--- src/rtl/alu_uart_if_pkg.sv ---
// Shared types and constants for the UART <-> ALU bridge: FSM state encoding and ALU opcodes.
package alu_uart_if_pkg;

  typedef enum logic [2:0] {
    WAIT_A  = 3'd0,
    WAIT_B  = 3'd1,
    WAIT_OP = 3'd2,
    LOAD    = 3'd3,
    WAIT_TX = 3'd4
  } state_e;

  localparam int unsigned ALU_OP_BITS = 6;

  localparam logic [ALU_OP_BITS-1:0] OP_ADD = 6'b100000;
  localparam logic [ALU_OP_BITS-1:0] OP_SUB = 6'b100010;
  localparam logic [ALU_OP_BITS-1:0] OP_AND = 6'b100100;
  localparam logic [ALU_OP_BITS-1:0] OP_OR  = 6'b100101;
  localparam logic [ALU_OP_BITS-1:0] OP_XOR = 6'b100110;
  localparam logic [ALU_OP_BITS-1:0] OP_SRA = 6'b000011;
  localparam logic [ALU_OP_BITS-1:0] OP_SRL = 6'b000010;
  localparam logic [ALU_OP_BITS-1:0] OP_NOR = 6'b100111;

endpackage

--- src/rtl/alu_uart_if_interbyte_timer.sv ---
// Inter-byte watchdog: counts idle cycles while enabled and flags the cycle in which the limit is hit.
module interbyte_timer #(
  parameter int unsigned TIMEOUT_TICKS = 50000,
  parameter int unsigned CNT_BITS      = 16
) (
  input  logic i_clk,
  input  logic i_reset,
  input  logic i_clr,
  input  logic i_en,
  output logic o_expire_c
);

  localparam int unsigned LIMIT = (TIMEOUT_TICKS == 0) ? 0 : TIMEOUT_TICKS - 1;

  logic [CNT_BITS-1:0] cnt_q;
  logic [CNT_BITS-1:0] cnt_d;

  // Expiry fires only on an idle cycle at the limit; a zero limit disables it.
  assign o_expire_c = (TIMEOUT_TICKS != 0) && i_en && !i_clr && (cnt_q == CNT_BITS'(LIMIT));

  always_comb begin
    cnt_d = cnt_q;
    if (i_clr || o_expire_c) begin
      cnt_d = '0;
    end else if (i_en) begin
      cnt_d = cnt_q + CNT_BITS'(1);
    end
  end

  always_ff @(posedge i_clk) begin
    if (!i_reset) begin
      cnt_q <= '0;
    end else begin
      cnt_q <= cnt_d;
    end
  end

endmodule

--- src/rtl/alu_uart_if.sv ---
// Collects A, B and opcode bytes from the UART RX, presents them to the ALU and
// forwards the ALU result to the UART TX with a one-cycle start pulse.
module alu_uart_if
  import alu_uart_if_pkg::*;
#(
  parameter int unsigned N_BITS        = 8,
  parameter int unsigned OP_BITS       = 6,
  parameter int unsigned TIMEOUT_TICKS = 50000,
  parameter int unsigned CNT_BITS      = 16
) (
  input  logic               i_clk,
  input  logic               i_reset,
  input  logic               i_rx_done,
  input  logic [N_BITS-1:0]  i_rx_data,
  input  logic               i_tx_done,
  input  logic [N_BITS-1:0]  i_alu_result,
  output logic [N_BITS-1:0]  o_dato_A,
  output logic [N_BITS-1:0]  o_dato_B,
  output logic [OP_BITS-1:0] o_operacion,
  output logic               o_tx_start,
  output logic [N_BITS-1:0]  o_tx_data,
  output logic               o_busy,
  output logic               o_timeout,
  output logic               o_drop
);

  state_e               state_q, state_d;
  logic [N_BITS-1:0]    dato_a_q, dato_a_d;
  logic [N_BITS-1:0]    dato_b_q, dato_b_d;
  logic [OP_BITS-1:0]   op_q, op_d;
  logic [N_BITS-1:0]    tx_data_q, tx_data_d;
  logic                 tx_start_q, tx_start_d;
  logic                 busy_q, busy_d;
  logic                 timeout_q, timeout_d;
  logic                 drop_q, drop_d;

  logic                 in_window;
  logic                 expire;

  // The watchdog only runs while a frame is partially received.
  assign in_window = (state_q == WAIT_B) || (state_q == WAIT_OP);

  interbyte_timer #(
    .TIMEOUT_TICKS (TIMEOUT_TICKS),
    .CNT_BITS      (CNT_BITS)
  ) u_timer (
    .i_clk      (i_clk),
    .i_reset    (i_reset),
    .i_clr      (!in_window || i_rx_done),
    .i_en       (in_window),
    .o_expire_c (expire)
  );

  always_comb begin
    state_d    = state_q;
    dato_a_d   = dato_a_q;
    dato_b_d   = dato_b_q;
    op_d       = op_q;
    tx_data_d  = tx_data_q;
    tx_start_d = 1'b0;
    timeout_d  = 1'b0;
    drop_d     = drop_q;

    case (state_q)
      WAIT_A: begin
        if (i_rx_done) begin
          dato_a_d = i_rx_data;
          state_d  = WAIT_B;
        end
      end
      WAIT_B: begin
        if (i_rx_done) begin
          dato_b_d = i_rx_data;
          state_d  = WAIT_OP;
        end else if (expire) begin
          timeout_d = 1'b1;
          state_d   = WAIT_A;
        end
      end
      WAIT_OP: begin
        if (i_rx_done) begin
          op_d    = i_rx_data[OP_BITS-1:0];
          state_d = LOAD;
        end else if (expire) begin
          timeout_d = 1'b1;
          state_d   = WAIT_A;
        end
      end
      LOAD: begin
        tx_data_d  = i_alu_result;
        tx_start_d = 1'b1;
        state_d    = WAIT_TX;
        if (i_rx_done) drop_d = 1'b1;
      end
      WAIT_TX: begin
        if (i_rx_done) drop_d = 1'b1;
        if (i_tx_done) state_d = WAIT_A;
      end
      default: state_d = WAIT_A;
    endcase

    busy_d = (state_d == LOAD) || (state_d == WAIT_TX);
  end

  always_ff @(posedge i_clk) begin
    if (!i_reset) begin
      state_q    <= WAIT_A;
      dato_a_q   <= '0;
      dato_b_q   <= '0;
      op_q       <= '0;
      tx_data_q  <= '0;
      tx_start_q <= 1'b0;
      busy_q     <= 1'b0;
      timeout_q  <= 1'b0;
      drop_q     <= 1'b0;
    end else begin
      state_q    <= state_d;
      dato_a_q   <= dato_a_d;
      dato_b_q   <= dato_b_d;
      op_q       <= op_d;
      tx_data_q  <= tx_data_d;
      tx_start_q <= tx_start_d;
      busy_q     <= busy_d;
      timeout_q  <= timeout_d;
      drop_q     <= drop_d;
    end
  end

  assign o_dato_A    = dato_a_q;
  assign o_dato_B    = dato_b_q;
  assign o_operacion = op_q;
  assign o_tx_data   = tx_data_q;
  assign o_tx_start  = tx_start_q;
  assign o_busy      = busy_q;
  assign o_timeout   = timeout_q;
  assign o_drop      = drop_q;

endmodule
--- config.mk ---
export PLATFORM = sky130hd
export DESIGN_NAME = alu_uart_if
export DESIGN_NICKNAME = d
export VERILOG_FILES = /design/src/rtl/alu_uart_if_pkg.sv /design/src/rtl/alu_uart_if_interbyte_timer.sv /design/src/rtl/alu_uart_if.sv
export SDC_FILE = /design/constraint.sdc
export NUM_CORES = 1
export LEC_CHECK = 0
export BUFFER_PORTS_ARGS = -buffer_cell sky130_fd_sc_hd__buf_2
export CORE_MARGIN = 1.5
export CORE_UTILIZATION = 41
export CTS_CLUSTER_SIZE = 8
export DETAILED_ROUTE_END_ITERATION = 12
export PLACE_DENSITY = 0.72
export RECOVER_POWER = 100
export REMOVE_ABC_BUFFERS = 1
export SYNTH_ARGS = -nofsm -noshare
export SYNTH_HDL_FRONTEND = slang
export SYNTH_SLANG_ARGS = --single-unit
--- constraint.sdc ---
create_clock -name i_clk -period 1.8 [get_ports i_clk]
set_input_delay 0.18 -clock i_clk [delete_from_list [all_inputs] [get_ports i_clk]]
set_output_delay 0.18 -clock i_clk [all_outputs]
set_load 0.02 [all_outputs]
-- After elaboration in Yosys (flattened, before gate mapping)
Cells that the tools add are included.
- register bits: 53
- input bits: 20
- output and inout port bits: 34
- word-level logic and storage cells: 45
- add/subtract/negate cells: 1
- equal/unequal tests: 7
- multiplexer cells: 8
- bitwise operators: 2
- reductions and logical operators: 17
- operators with widths (operator ; count):
    adder 16 x 1 -> 16 bit, second input constant ; 1
    equality test 16 bit, second input constant ; 1
    2-to-1 mux 3 bit ; 5
    one-hot mux 3 bit (5 select lines) ; 1
    equality test 3 x 2 -> 1 bit, second input constant ; 3
    AND reduction 2 bit ; 4
    equality test 3 bit, second input constant ; 2
    OR reduction 2 bit ; 3
    logical OR 1 bit ; 4
    equality test 3 x 1 -> 1 bit, second input constant ; 1
    zero test 3 bit ; 1
    OR reduction 3 bit ; 1
    logical AND 1 bit ; 2
    zero test 1 bit ; 2
    2-to-1 mux 1 bit ; 2
    NOT 1 bit ; 2

-- Depth between registers and ports, before layout
- depth after elaboration: 12
- gate-level depth with buffers: 6
- gate-level depth less buffers: 5

-- Cells and area by module
Synthesis repeated with hierarchy kept, for this count alone.
- cell total of the unflattened synthesis: 244
- area total of the unflattened synthesis: 2294.7 sq um
- modules (own cells, without submodules) (module ; times used ; cells each ; area an instance (sq um) ; sequential area each (sq um)):
    alu_uart_if ; 1 ; 155 ; 1508.9 ; 740.7
    interbyte_timer ; 1 ; 89 ; 785.8 ; 320.3

-- Worst setup path before layout
Ideal clock, no wire load.
- kind: register -> register
- start point: reg u_timer.cnt_q[0]
- end point: reg u_timer.cnt_q[14]
- setup time: 0.074 ns
- arrival time: 1.595 ns
- required time: 1.726 ns
- setup slack: 0.131 ns
- stages on the path, launching flop included: 6
- buffers on the path: 0
- clock period less this slack: 1.669 ns
- path through: dfxtp_1 -> ha_1 -> nand4b_1 -> or4_4 -> or3_1 -> a21oi_1
- cells in the longest elaborated chain, start to end: 4
- elaborated cells on any way between the ends: 5
- classes of those cells: add/sub (1); eq/ne (1); reduce/logical (3)
- RTL lines (what ; line ; RTL):
    start, declared ; alu_uart_if_interbyte_timer.sv:15 ; logic [CNT_BITS-1:0] cnt_q;
    start signal, assigned ; alu_uart_if_interbyte_timer.sv:34 ; cnt_q <= cnt_d;
    parallel branches: the longest is 4 deep, another holds adder 16 x 1 -> 16 bit ; n/a ;
Parallel ways; which one is timed is not known.
A chain may end at the register's enable or synchronous reset.

-- Worst setup path in the final report
- start point: reg u_timer.cnt_q[3]
- end point: reg u_timer.cnt_q[15]
Same word-level chain as after synthesis.

==> summary.md <==
| Metric | Value |
|---|---|
| Status | `complete, no violations` |
| Clk root buf | `clkbuf_8` |
| Simple-gate share of the synthesized area | `27.4%` |
| Detailed Routing Iterations Pass 1 | `4` |
| Clock latency on the worst-skew pair | `0.30 ns` |
| CTS Buf Count | `5` |
| Mapped Cells | `approximately 240` |
| Yosys reg bits | `53` |
| Routed Antenna Nets | `0` |
| Routed len/inst | `approximately 12 microns` |
| Final #Nets | `318` |
| Largest net degree at the start of global routing | `23` |
| CTS tree | `built` |
| Mean Syn Cell Area | `9.14 sq um` |
| Adder-cell share of the synthesized area | `0.575%` |
| Slew headroom | `around 72%` |
| Clock network power share | `36.8%` |
| Gr usage total | `between 10% and 20%` |
| Yosys cell types | `35` |
| CP Cell Sequence | `nand4_1 > or3_1 > or4_1 > a21oi_1` |
| Sw frac | `between 20% and 30%` |
| Clk slew on worst S/H paths | `0.09 ns` |
| Arrival @ worst endpoint | `just under 2 ns` |
| Largest family of logic cells by synthesized area | `simple AND/OR/NAND/NOR gates` |
| Hold path cells | `3` |
| Setup TNS | `0 ns` |
| Clock Sinks | `53` |
| Max-slew violation count | `0` |
| Fillers | `497` |
| Row count | `26` |
| Register share of total power | `54.1%` |
| Share of layout cells above drive strength 1 | `around an eighth` |
| Area grow syn2layout | `21.0%` |
| Initial DRC count | `a little under 80` |
| Vias in the first global route | `1,483` |
| Number of buffers added for setup after CTS | `0` |
| Routability Congestion | `0.805` |
| Die footprint | `~5700 sq um` |
| Synth Area in Compound Gates | `between 9 and 10%` |
| Final period util | `94.4%` |
| CTS max path bufs | `2` |
| Dpl ws | `0.127 ns` |
| Grt ovf | `0` |
| Chip height | `75.8 microns` |
| Critical Path Slowest Stage Cell | `or4_1` |
| Worst r2r path cells | `4` |
| Post-synthesis xor/xnor area fraction | `4.03%` |
| Ys Warns | `0` |
| Hold_buf cts | `0` |
| Post-synthesis mux area share | `6.44%` |
| Sw Pwr | `0.510 mW` |
| Hold Crit Class | `input port to register` |
| Critical path class | `register to register` |
| IO buf count | `53` |
| Final setup violation count | `0` |
| Cell Area, Synth | `2170 sq um` |
| DRT Wirelength | `~4400 microns` |
| N_diodes | `0` |
| Largest stage delay on the critical path | `0.49 ns` |
| RSZ-0062 raised after global routing | `false` |
| Fmax | `0.589 GHz` |
| Max Cap Viol | `0` |
| Crit path launch type | `register` |
| PwrDens | `853 nW/um^2` |
| H-tree levels | `2` |
| LEAKAGE | `0.874 nW` |
| Initial Util | `42.6%` |
| Initial antenna violation count | `0` |
| # IOs | `54` |
| Worst vdd ir | `379 uV` |
| Fin worst setup slack | `0.101 ns` |
| Clock Skew | `0.00210 ns` |
| Hpwl dp | `3070 microns` |
| Crit path required time | `2.04 ns` |
| Vias | `1,778` |
| Crit path max fanout | `8` |
| Worst-Margin Slew | `0.410 ns` |
| Final hold violation count | `0` |
| Register area share after synthesis | `48.8%` |
| Worst Setup End Kind | `register` |
| Die width | `approximately 76 microns` |
| Post-CTS sizing | `0` |
| Internal power | `1.73 mW` |
| Combinational Power Share | `approximately 9.0%` |
| Tmin final | `1.70 ns` |
| Avg Vias per Cell | `just under 5` |
| DRC | `0` |
| Core area | `5110 sq um` |
| Global-route wire length before repair | `6650 microns` |
cell usage after synthesis:
master | number | share of area, %
nor4bb_1 | 2 | 0.92
nor2_1 | 19 | 3.3
nand2_1 | 39 | 6.7
dfxtp_1 | 53 | 49
nor4_1 | 2 | 0.58
nor4b_1 | 1 | 0.40
nand2b_1 | 1 | 0.29
nor3_1 | 5 | 1.2
xnor2_1 | 9 | 3.6
inv_1 | 1 | 0.17
a31oi_1 | 1 | 0.29
and2_1 | 1 | 0.29
nand3b_1 | 1 | 0.35
xor2_1 | 1 | 0.40
nor3b_2 | 1 | 0.58
nand4_1 | 7 | 2.0
nand4b_1 | 3 | 1.2
or3_1 | 5 | 1.4
a21boi_0 | 17 | 5.9
nor3b_1 | 4 | 1.4
o21a_1 | 3 | 1.0
a21oi_1 | 6 | 1.4
mux2i_1 | 14 | 6.4
clkbuf_1 | 11 | 1.9
o31ai_1 | 2 | 0.69
and3_1 | 1 | 0.29
o21ai_0 | 3 | 0.69
ha_1 | 1 | 0.58
nand3_1 | 1 | 0.23
buf_2 | 3 | 0.69
nor2b_1 | 15 | 4.3
or4_1 | 2 | 0.69
and3b_1 | 1 | 0.40
and4_1 | 1 | 0.40
or4_4 | 1 | 0.52
final cells by class:
type	instances	area, sq um	area share, %
clock inverter	1	30.0	1.14
clock buffer	7	86.3	3.28
timing repair buffer	66	314	11.9
sequential	53	1060	40.3
multi-input combinational	170	1050	39.8
tap	70	87.6	3.33
inverter	1	3.75	0.143
power groups by stage:
| stage | combinational (mW) | clock (mW) | sequential, mW |
|---|---|---|---|
| floorplan | 0.0802 | 0 | 1.28 |
| global placement | 0.209 | 0 | 1.24 |
| detailed placement | 0.211 | 0 | 1.24 |
| CTS | 0.212 | 0.856 | 1.21 |
| global route | 0.227 | 0.908 | 1.22 |
| finish | 0.203 | 0.827 | 1.21 |
metal layers:
metal  track usage, %  share of wire (%)
met1             21.0                 49
met2             22.2                 44
met3             4.76                5.8
met4             4.76                1.2
met5                0                  0
sequential cells by signal, indices dropped and copies added (netlist names):
register	flops
u_timer.cnt_q	16
o_dato_A	8
o_dato_B	8
o_tx_data	8
o_operacion	6
state_q	3
o_busy	1
o_drop	1
o_timeout	1
o_tx_start	1
worst paths after layout:
check / from / to / slack, ns
worst max-delay path: u_timer.cnt_q[3] / u_timer.cnt_q[15] / 0.10
worst min-delay path: i_alu_result[3] / o_tx_data[3] / 0.12
worst max register to register: u_timer.cnt_q[3] / u_timer.cnt_q[15] / 0.10
worst min register to register: o_tx_data[0] / o_tx_data[0] / 0.47
cell families after synthesis:
group | count (synthesis)
muxes | 14
AOI/OAI and AO/OA | 32
and+or+nand+nor | 113
xor gates and xnor gates | 10
DFF | 53
adders and majority gates | 1
buffers and inverters | 15
worst max-delay path: cells and delay by family, from the launching register on:
| family | cells | cell delay [ns] |
|---|---|---|
| and+or+nand+nor | 3 | 1.07 |
| AOI/OAI and AO/OA | 1 | 0.15 |
| DFF | 1 | 0.42 |
cells in the final DEF, fill, tap and decap left out, drive strengths merged, types with 2 or more instances in the layout:
cell    Yosys  routed
nand2      39      39
nand4       7       7
or3         5       5
clkbuf     11      43
nor4bb      2       2
o21a        3       3
buf         3      30
xnor2       9       9
nor3b       5       5
nor3        5       5
nor2       19      19
dfxtp      53      53
a21boi     17      17
a21oi       6       6
or4         3       3
o31ai       2       2
nor2b      15      15
mux2i      14      14
nor4        2       2
o21ai       3       3
nand4b      3       3
through the flow:
stage               power (mW)  cell area (sq um)  hold WS (ns)  util (%)  cells
detailed placement        1.45               2570         0.442      50.3    360
finish                    2.24               2630         0.120      51.5    368
CTS                       2.28               2690         0.108      52.6    368
floorplan                 1.36               2120         0.258         -    224
global placement          1.45               2570         0.434      50.3    360
global route              2.35               2630         0.112      51.5    368
Note: power is estimated with default switching activity, not from simulation.
